### config.mk
export PLATFORM = sky130hd
export DESIGN_NAME = conv_input_interface
export DESIGN_NICKNAME = d
export VERILOG_FILES = /design/src/rtl/conv_kernel_param.sv /design/src/rtl/conv_row_buffer.sv /design/src/rtl/conv_input_interface.sv
export SDC_FILE = /design/constraint.sdc
export NUM_CORES = 1
export LEC_CHECK = 0
export CAP_MARGIN = 20
export CORE_ASPECT_RATIO = 2
export CORE_MARGIN = 3
export CORE_UTILIZATION = 46
export DETAILED_ROUTE_END_ITERATION = 10
export GPL_TIMING_DRIVEN = 0
export PLACE_DENSITY_LB_ADDON = 0.08
export SYNTH_ARGS = -nofsm -noshare
export SYNTH_HDL_FRONTEND = slang
export SYNTH_SLANG_ARGS = --single-unit
### constraint.sdc
create_clock -name clk -period 3.83 [get_ports clk]
set_input_delay 0.766 -clock clk [delete_from_list [all_inputs] [get_ports clk]]
set_output_delay 0.766 -clock clk [all_outputs]
set_load 0.05 [all_outputs]
### src/rtl/conv_kernel_param.sv
// Command/ack encodings shared by both ends of the conv-layer controller protocol,
// plus the input-interface state type.
package conv_kernel_param;

    localparam logic [1:0] CMD_IDLE    = 2'd0;
    localparam logic [1:0] CMD_PRELOAD = 2'd1;
    localparam logic [1:0] CMD_SHIFT   = 2'd2;
    localparam logic [1:0] CMD_LOAD    = 2'd3;

    localparam logic [1:0] ACK_IDLE        = 2'd0;
    localparam logic [1:0] ACK_PRELOAD_FIN = 2'd1;
    localparam logic [1:0] ACK_SHIFT_FIN   = 2'd2;
    localparam logic [1:0] ACK_LOAD_FIN    = 2'd3;

    typedef enum logic [1:0] {
        S_IDLE    = 2'd0,
        S_PRELOAD = 2'd1,
        S_LOAD    = 2'd2,
        S_SHIFT   = 2'd3
    } if_state_t;

    function automatic logic [1:0] ack_for(input if_state_t s);
        case (s)
            S_PRELOAD: return ACK_PRELOAD_FIN;
            S_LOAD:    return ACK_LOAD_FIN;
            S_SHIFT:   return ACK_SHIFT_FIN;
            default:   return ACK_IDLE;
        endcase
    endfunction

endpackage

### src/rtl/conv_row_buffer.sv
// K x IMG_W pixel store: one write port (slot, column) and a column read port
// returning every slot unrotated; slot s sits in lane s of rd_data.
module conv_row_buffer #(
    parameter int DATA_W = 16,
    parameter int IMG_W  = 6,
    parameter int K      = 3,
    parameter int SLOT_W = 2,
    parameter int COL_W  = 3
) (
    input  logic                clk,
    input  logic                we,
    input  logic [SLOT_W-1:0]   wr_slot,
    input  logic [COL_W-1:0]    wr_col,
    input  logic [DATA_W-1:0]   wr_data,
    input  logic [COL_W-1:0]    rd_col,
    output logic [K*DATA_W-1:0] rd_data
);

    logic [DATA_W-1:0] buf_q [K][IMG_W];
    logic [DATA_W-1:0] buf_d [K][IMG_W];

    always_comb begin
        buf_d = buf_q;
        if (we) begin
            buf_d[wr_slot][wr_col] = wr_data;
        end
    end

    // Pixel storage carries no reset; contents are qualified by the parent's buf_valid.
    always_ff @(posedge clk) begin
        buf_q <= buf_d;
    end

    always_comb begin
        rd_data = '0;
        for (int s = 0; s < K; s++) begin
            rd_data[s*DATA_W +: DATA_W] = buf_q[s][rd_col];
        end
    end

endmodule

### src/rtl/conv_input_interface.sv
// Responder side of the conv-layer command/ack protocol: fetches feature-map rows
// into a K-row buffer and streams buffer columns (oldest row in lane 0) to the kernel array.
module conv_input_interface
    import conv_kernel_param::*;
#(
    parameter int DATA_W = 16,
    parameter int IMG_W  = 6,
    parameter int IMG_H  = 6,
    parameter int K      = 3,
    parameter int ADDR_W = 8
) (
    input  logic                clk,
    input  logic                rst_n,
    input  logic [1:0]          cmd,
    input  logic [ADDR_W-1:0]   base_addr,
    output logic [1:0]          ack,
    output logic                mem_rd_en,
    output logic [ADDR_W-1:0]   mem_addr,
    input  logic [DATA_W-1:0]   mem_rd_data,
    output logic [K*DATA_W-1:0] col_data,
    output logic                col_valid,
    output logic                col_last,
    output logic                cmd_err
);

    localparam int CNT_W  = $clog2(K * IMG_W + 1);
    localparam int COL_W  = (IMG_W > 1) ? $clog2(IMG_W) : 1;
    localparam int SLOT_W = (K > 1) ? $clog2(K) : 1;
    localparam int ROW_W  = $clog2(IMG_H + 1);
    localparam logic [CNT_W-1:0] PRE_N  = CNT_W'(K * IMG_W);
    localparam logic [CNT_W-1:0] LOAD_N = CNT_W'(IMG_W);

    function automatic logic [SLOT_W-1:0] slot_inc(input logic [SLOT_W-1:0] s);
        return (s == SLOT_W'(K - 1)) ? '0 : s + 1'b1;
    endfunction

    if_state_t           state_q, state_d;
    logic [ADDR_W-1:0]   base_q, base_d;
    logic [ROW_W-1:0]    row_ptr_q, row_ptr_d;
    logic [SLOT_W-1:0]   top_q, top_d;
    logic                buf_valid_q, buf_valid_d;
    logic                skip_q, skip_d;
    logic [CNT_W-1:0]    rd_cnt_q, rd_cnt_d;
    logic [CNT_W-1:0]    wr_cnt_q, wr_cnt_d;
    logic [SLOT_W-1:0]   wr_slot_q, wr_slot_d;
    logic [COL_W-1:0]    wr_col_q, wr_col_d;
    logic [CNT_W-1:0]    col_q, col_d;
    logic [1:0]          ack_q, ack_d;
    logic                mem_rd_en_q, mem_rd_en_d;
    logic [ADDR_W-1:0]   mem_addr_q, mem_addr_d;
    logic [K*DATA_W-1:0] col_data_q, col_data_d;
    logic                col_valid_q, col_valid_d;
    logic                col_last_q, col_last_d;
    logic                cmd_err_q, cmd_err_d;

    logic                buf_we;
    logic [COL_W-1:0]    rd_col;
    logic [K*DATA_W-1:0] buf_rd_data;
    logic [K*DATA_W-1:0] col_rot;
    logic [CNT_W-1:0]    n_tgt;

    conv_row_buffer #(
        .DATA_W (DATA_W),
        .IMG_W  (IMG_W),
        .K      (K),
        .SLOT_W (SLOT_W),
        .COL_W  (COL_W)
    ) u_row_buffer (
        .clk     (clk),
        .we      (buf_we),
        .wr_slot (wr_slot_q),
        .wr_col  (wr_col_q),
        .wr_data (mem_rd_data),
        .rd_col  (rd_col),
        .rd_data (buf_rd_data)
    );

    assign rd_col = (state_q == S_SHIFT && col_q < LOAD_N) ? COL_W'(col_q) : '0;
    assign n_tgt  = (state_q == S_PRELOAD) ? PRE_N : LOAD_N;

    // Lane j shows the slot j rows after the oldest one.
    always_comb begin
        col_rot = '0;
        for (int j = 0; j < K; j++) begin
            col_rot[j*DATA_W +: DATA_W] = buf_rd_data[((int'(top_q) + j) % K)*DATA_W +: DATA_W];
        end
    end

    always_comb begin
        state_d     = state_q;
        base_d      = base_q;
        row_ptr_d   = row_ptr_q;
        top_d       = top_q;
        buf_valid_d = buf_valid_q;
        skip_d      = skip_q;
        rd_cnt_d    = rd_cnt_q;
        wr_cnt_d    = wr_cnt_q;
        wr_slot_d   = wr_slot_q;
        wr_col_d    = wr_col_q;
        col_d       = col_q;
        ack_d       = ACK_IDLE;
        mem_rd_en_d = 1'b0;
        mem_addr_d  = mem_addr_q;
        col_data_d  = col_data_q;
        col_valid_d = 1'b0;
        col_last_d  = 1'b0;
        cmd_err_d   = (state_q != S_IDLE) && (cmd != CMD_IDLE);

        // Read data arrives the cycle after each strobe and is retired into the buffer.
        buf_we = mem_rd_en_q;
        if (mem_rd_en_q) begin
            wr_cnt_d = wr_cnt_q + 1'b1;
            if (wr_col_q == COL_W'(IMG_W - 1)) begin
                wr_col_d  = '0;
                wr_slot_d = slot_inc(wr_slot_q);
            end else begin
                wr_col_d = wr_col_q + 1'b1;
            end
        end

        case (state_q)
            S_IDLE: begin
                case (cmd)
                    CMD_PRELOAD: begin
                        base_d      = base_addr;
                        row_ptr_d   = '0;
                        top_d       = '0;
                        mem_rd_en_d = 1'b1;
                        mem_addr_d  = base_addr;
                        rd_cnt_d    = CNT_W'(1);
                        wr_cnt_d    = '0;
                        wr_slot_d   = '0;
                        wr_col_d    = '0;
                        state_d     = S_PRELOAD;
                    end
                    CMD_LOAD: begin
                        if ((int'(row_ptr_q) + K) < IMG_H) begin
                            mem_rd_en_d = 1'b1;
                            mem_addr_d  = base_q + ADDR_W'((int'(row_ptr_q) + K) * IMG_W);
                            rd_cnt_d    = CNT_W'(1);
                            wr_cnt_d    = '0;
                            wr_slot_d   = top_q;
                            wr_col_d    = '0;
                            skip_d      = 1'b0;
                        end else begin
                            cmd_err_d = 1'b1;
                            skip_d    = 1'b1;
                        end
                        state_d = S_LOAD;
                    end
                    CMD_SHIFT: begin
                        if (buf_valid_q) begin
                            col_valid_d = 1'b1;
                            col_last_d  = (IMG_W == 1);
                            col_data_d  = col_rot;
                            col_d       = CNT_W'(1);
                            state_d     = S_SHIFT;
                        end else begin
                            cmd_err_d = 1'b1;
                        end
                    end
                    default: ;
                endcase
            end
            S_PRELOAD, S_LOAD: begin
                if (skip_q) begin
                    skip_d  = 1'b0;
                    ack_d   = ACK_LOAD_FIN;
                    state_d = S_IDLE;
                end else begin
                    if (rd_cnt_q < n_tgt) begin
                        mem_rd_en_d = 1'b1;
                        mem_addr_d  = mem_addr_q + 1'b1;
                        rd_cnt_d    = rd_cnt_q + 1'b1;
                    end
                    if (mem_rd_en_q && wr_cnt_q == n_tgt - 1'b1) begin
                        ack_d   = ack_for(state_q);
                        state_d = S_IDLE;
                        if (state_q == S_PRELOAD) begin
                            buf_valid_d = 1'b1;
                        end else begin
                            top_d     = slot_inc(top_q);
                            row_ptr_d = row_ptr_q + 1'b1;
                        end
                    end
                end
            end
            S_SHIFT: begin
                if (col_q < LOAD_N) begin
                    col_valid_d = 1'b1;
                    col_last_d  = (col_q == LOAD_N - 1'b1);
                    col_data_d  = col_rot;
                    col_d       = col_q + 1'b1;
                end else begin
                    ack_d   = ACK_SHIFT_FIN;
                    col_d   = '0;
                    state_d = S_IDLE;
                end
            end
            default: state_d = S_IDLE;
        endcase
    end

    always_ff @(posedge clk or negedge rst_n) begin
        if (!rst_n) begin
            state_q     <= S_IDLE;
            base_q      <= '0;
            row_ptr_q   <= '0;
            top_q       <= '0;
            buf_valid_q <= 1'b0;
            skip_q      <= 1'b0;
            rd_cnt_q    <= '0;
            wr_cnt_q    <= '0;
            wr_slot_q   <= '0;
            wr_col_q    <= '0;
            col_q       <= '0;
            ack_q       <= ACK_IDLE;
            mem_rd_en_q <= 1'b0;
            mem_addr_q  <= '0;
            col_data_q  <= '0;
            col_valid_q <= 1'b0;
            col_last_q  <= 1'b0;
            cmd_err_q   <= 1'b0;
        end else begin
            state_q     <= state_d;
            base_q      <= base_d;
            row_ptr_q   <= row_ptr_d;
            top_q       <= top_d;
            buf_valid_q <= buf_valid_d;
            skip_q      <= skip_d;
            rd_cnt_q    <= rd_cnt_d;
            wr_cnt_q    <= wr_cnt_d;
            wr_slot_q   <= wr_slot_d;
            wr_col_q    <= wr_col_d;
            col_q       <= col_d;
            ack_q       <= ack_d;
            mem_rd_en_q <= mem_rd_en_d;
            mem_addr_q  <= mem_addr_d;
            col_data_q  <= col_data_d;
            col_valid_q <= col_valid_d;
            col_last_q  <= col_last_d;
            cmd_err_q   <= cmd_err_d;
        end
    end

    assign ack       = ack_q;
    assign mem_rd_en = mem_rd_en_q;
    assign mem_addr  = mem_addr_q;
    assign col_data  = col_data_q;
    assign col_valid = col_valid_q;
    assign col_last  = col_last_q;
    assign cmd_err   = cmd_err_q;

endmodule

==> reports/metrics.cfg <==
[floorplanning]
die_height_um=282
die_width_um=144
core-area_mm2=0.0374
dieArea_mm2=0.0405
boundaryPins=90
start_util_pct=46.7
rows=100

[power]
p_int_mw=9.21
p_leak_nw=7.50
netSwitchingPower_mw=5.63
power.total_mw=14.8
ir_drop_mv=0.650
clock_power_share_pct=25.6
switching_share_pct=37.9
p_per_area_mw_per_mm2=723
pwr-share-comb_pct=36.9
pwr-share-seq_pct=37.5

[global_route]
grt_pass1_wl_um=79600
antenna_found_initial=0
grt_use_total_pct=26.9
grt_max_degree=54
overflow=0
grt_pass1_vias=12616

[sta]
finClkSkew_ns=0.0366
layout_min_cycle_time_ns=3.59
finalCritPeriodShare_pct=93.7
rsz0062_at_grt=no
setup_viol=0
slew-limit-headroom_pct=29.1
worst_slew_pin_slew_ns=1.06
hold_viol=0
drv_slew=0
max_freq_ghz=0.279

[finish]
final_cell_mix=288 x edfxtp_1, 99 x dfrtp_1, 91 x o21ai_0
fin_util_pct=54.8
fill_cells=3152
num_antenna_cells=0
layout.nets=1552
drive_above_1_share_pct=13.2
finalInstanceArea_mm2=0.0205
layout_commonest_cell=edfxtp_1
area_delta_synth_final_pct=17.4

[clock_network]
cts_tree=done
cts_buffers=37
insertion_delay_ns=0.56
clock_path_buffers=3
clk_pin_slew_ns=0.06
clock_sinks=387
htreeDepth=2
cts_root_buf=clkbuf_16

[logic_synthesis]
ys_seq_elements=387
synth-edff-count=288
seq_area_frac_synth_pct=63.7
synth_nets=1406
synthDistinctLibCells=75
synthesis.area_mm2=0.0175
avgSynthCellArea_um2=13.0
yosys_warnings=0
synth_ff_type=edfxtp_1
async_flop_share_pct=25.6
syn_inst=1343

[place]
dpl_cell_area_mm2=0.0193
hpwl_um=39800
gp_congestion=0.902
portBuffers=88

[worst_setup_path]
critPathKind=reg2reg
cp_max_fo=6
required_ns=4.29
cp-end-kind=flip-flop
start_kind=flip-flop
cp.arrival_ns=4.06

[outcome]
outcome=complete, no violations

[drt]
drc=0
drt-pass1-iter-count=5
wirelength_um=54100
vias_per_cell=6.22
vias=12296
wire_per_inst_um=27.4
postRouteAntennaNets=0
drt_iter0_markers=1052

[flow_run]
drv_cap=0

[min_path]
hp-class=in2async

final timing paths:
kind                                                from                       end  slack (ns)  cells after the start
worst max-delay path            row_ptr_q[0]$_DFFE_PN0P_   mem_addr[6]$_DFFE_PN0P_        0.24                     14
worst min-delay path                               rst_n  col_data[40]$_DFFE_PN0P_        0.24                      1
worst max register to register  row_ptr_q[0]$_DFFE_PN0P_   mem_addr[6]$_DFFE_PN0P_        0.24                     14
worst min register to register  col_data[25]$_DFFE_PN0P_  col_data[25]$_DFFE_PN0P_        0.48                      2
max in group asynchronous                          rst_n       col_valid$_DFF_PN0_        2.86                      2
min in group clk                col_data[25]$_DFFE_PN0P_  col_data[25]$_DFFE_PN0P_        0.48                      2
cells by family (layout without fill, tap and decap cells):
group / count (synthesis) / in the layout / synth area share (%)
AO/OA/AOI/OAI: 388 / 388 / 15.9
XOR/XNOR: 15 / 15 / 0.752
adder cells (fa/ha/maj): 35 / 35 / 2.59
buffers and inverters: 114 / 289 / 3.07
flip-flops: 387 / 387 / 63.7
multiplexers: 82 / 82 / 4.96
AND/OR/NAND/NOR: 322 / 322 / 9.02
critical path, stage by stage, from the launching register on:
cell and delay (ns):
dfrtp_1 0.44, inv_1 0.15, ha_1 0.16, clkbuf_1 0.30, xor2_2 0.30, inv_1 0.08
ha_1 0.28, o211ai_1 0.20, o31ai_1 0.10, a22o_1 0.26, ha_1 0.21, nand2b_1 0.16
mux2_2 0.26, o211ai_1 0.38, o211a_1 0.22
repair_timing:
item | in CTS | in global routing
endpoints found under the setup margin | 0 | 2
hold buffers | 0 | 0
gates resized for setup | 0 | 1
setup buffers | 0 | 0
synthesized netlist by cell type, types with 12 or more instances:
cell type,count,share of area [%]
dfrtp_1,99,14
and3_1,22,0.79
clkbuf_1,52,1.1
a21oi_1,57,1.6
edfxtp_1,288,50
nor3_1,12,0.34
nor2_1,79,1.7
a221oi_1,20,1.0
a221o_1,30,1.7
mux2i_1,45,2.6
mux2_2,30,1.9
o21ai_0,91,2.6
inv_1,23,0.49
buf_2,17,0.49
ha_1,33,2.4
a211oi_1,17,0.73
nand2_1,83,1.8
a21o_1,15,0.64
nor2b_1,12,0.43
a22oi_1,21,0.90
nand3_1,69,2.0
o22ai_1,26,0.93
nand2b_1,14,0.50
state kept, by name, summed over array words and instances (netlist names):
| signal | count |
|---|---|
| col_last | 1 |
| cmd_err | 1 |
| wr_slot_q | 2 |
| wr_col_q | 3 |
| state_q | 2 |
| top_q | 2 |
| col_q | 5 |
| buf_valid_q | 1 |
| wr_cnt_q | 5 |
| ack | 2 |
| col_data | 48 |
| u_row_buffer.buf_q | 288 |
| col_valid | 1 |
| base_q | 8 |
| mem_addr | 8 |
| rd_cnt_q | 5 |
| mem_rd_en | 1 |
| skip_q | 1 |
| row_ptr_q | 3 |
through the flow:
step / hold slack [ns] / worst slack (ns) / TNS [ns] / instances
after global routing: 0.291 / 0.0201 / 0 / 1977
after detailed placement: 0.475 / 0.0879 / 0 / 1909
after CTS: 0.267 / 0.0539 / 0 / 1977
after floorplan: 0.470 / 0.794 / 0 / 1343
final: 0.243 / 0.240 / 0 / 1977
after global placement: 0.474 / -2.16 / -243.56 / 1890
power by group through the flow:
stage               clock network (mW)  registers (mW)  logic [mW]
finish                            3.80            5.56        5.47
global route                      4.01            5.63        5.85
CTS                               3.86            5.56        5.47
detailed placement                   0            5.65        5.45
global placement                     0            5.65        5.30
floorplan                            0            6.49        2.62
metal layers:
metal | vias to the layer above | part of all wire, % | global-route usage (%)
li1 | 5476 | - | -
met1 | 6130 | 33 | 28.2
met2 | 527 | 55 | 50.7
met3 | 163 | 5.5 | 3.29
met4 | 0 | 6.2 | 15.0
met5 | - | 0 | 0
area by class of cell:
class	count	area [um2]	share of cell area, %
sequential	387	11100	54.2
multi-input combinational	842	5890	28.7
timing repair buffer	107	1140	5.55
clock buffer	45	1010	4.92
tap	459	574	2.80
buffer	89	442	2.15
clock inverter	23	240	1.17
inverter	25	93.8	0.458
Power figures use the tool's default switching activity.
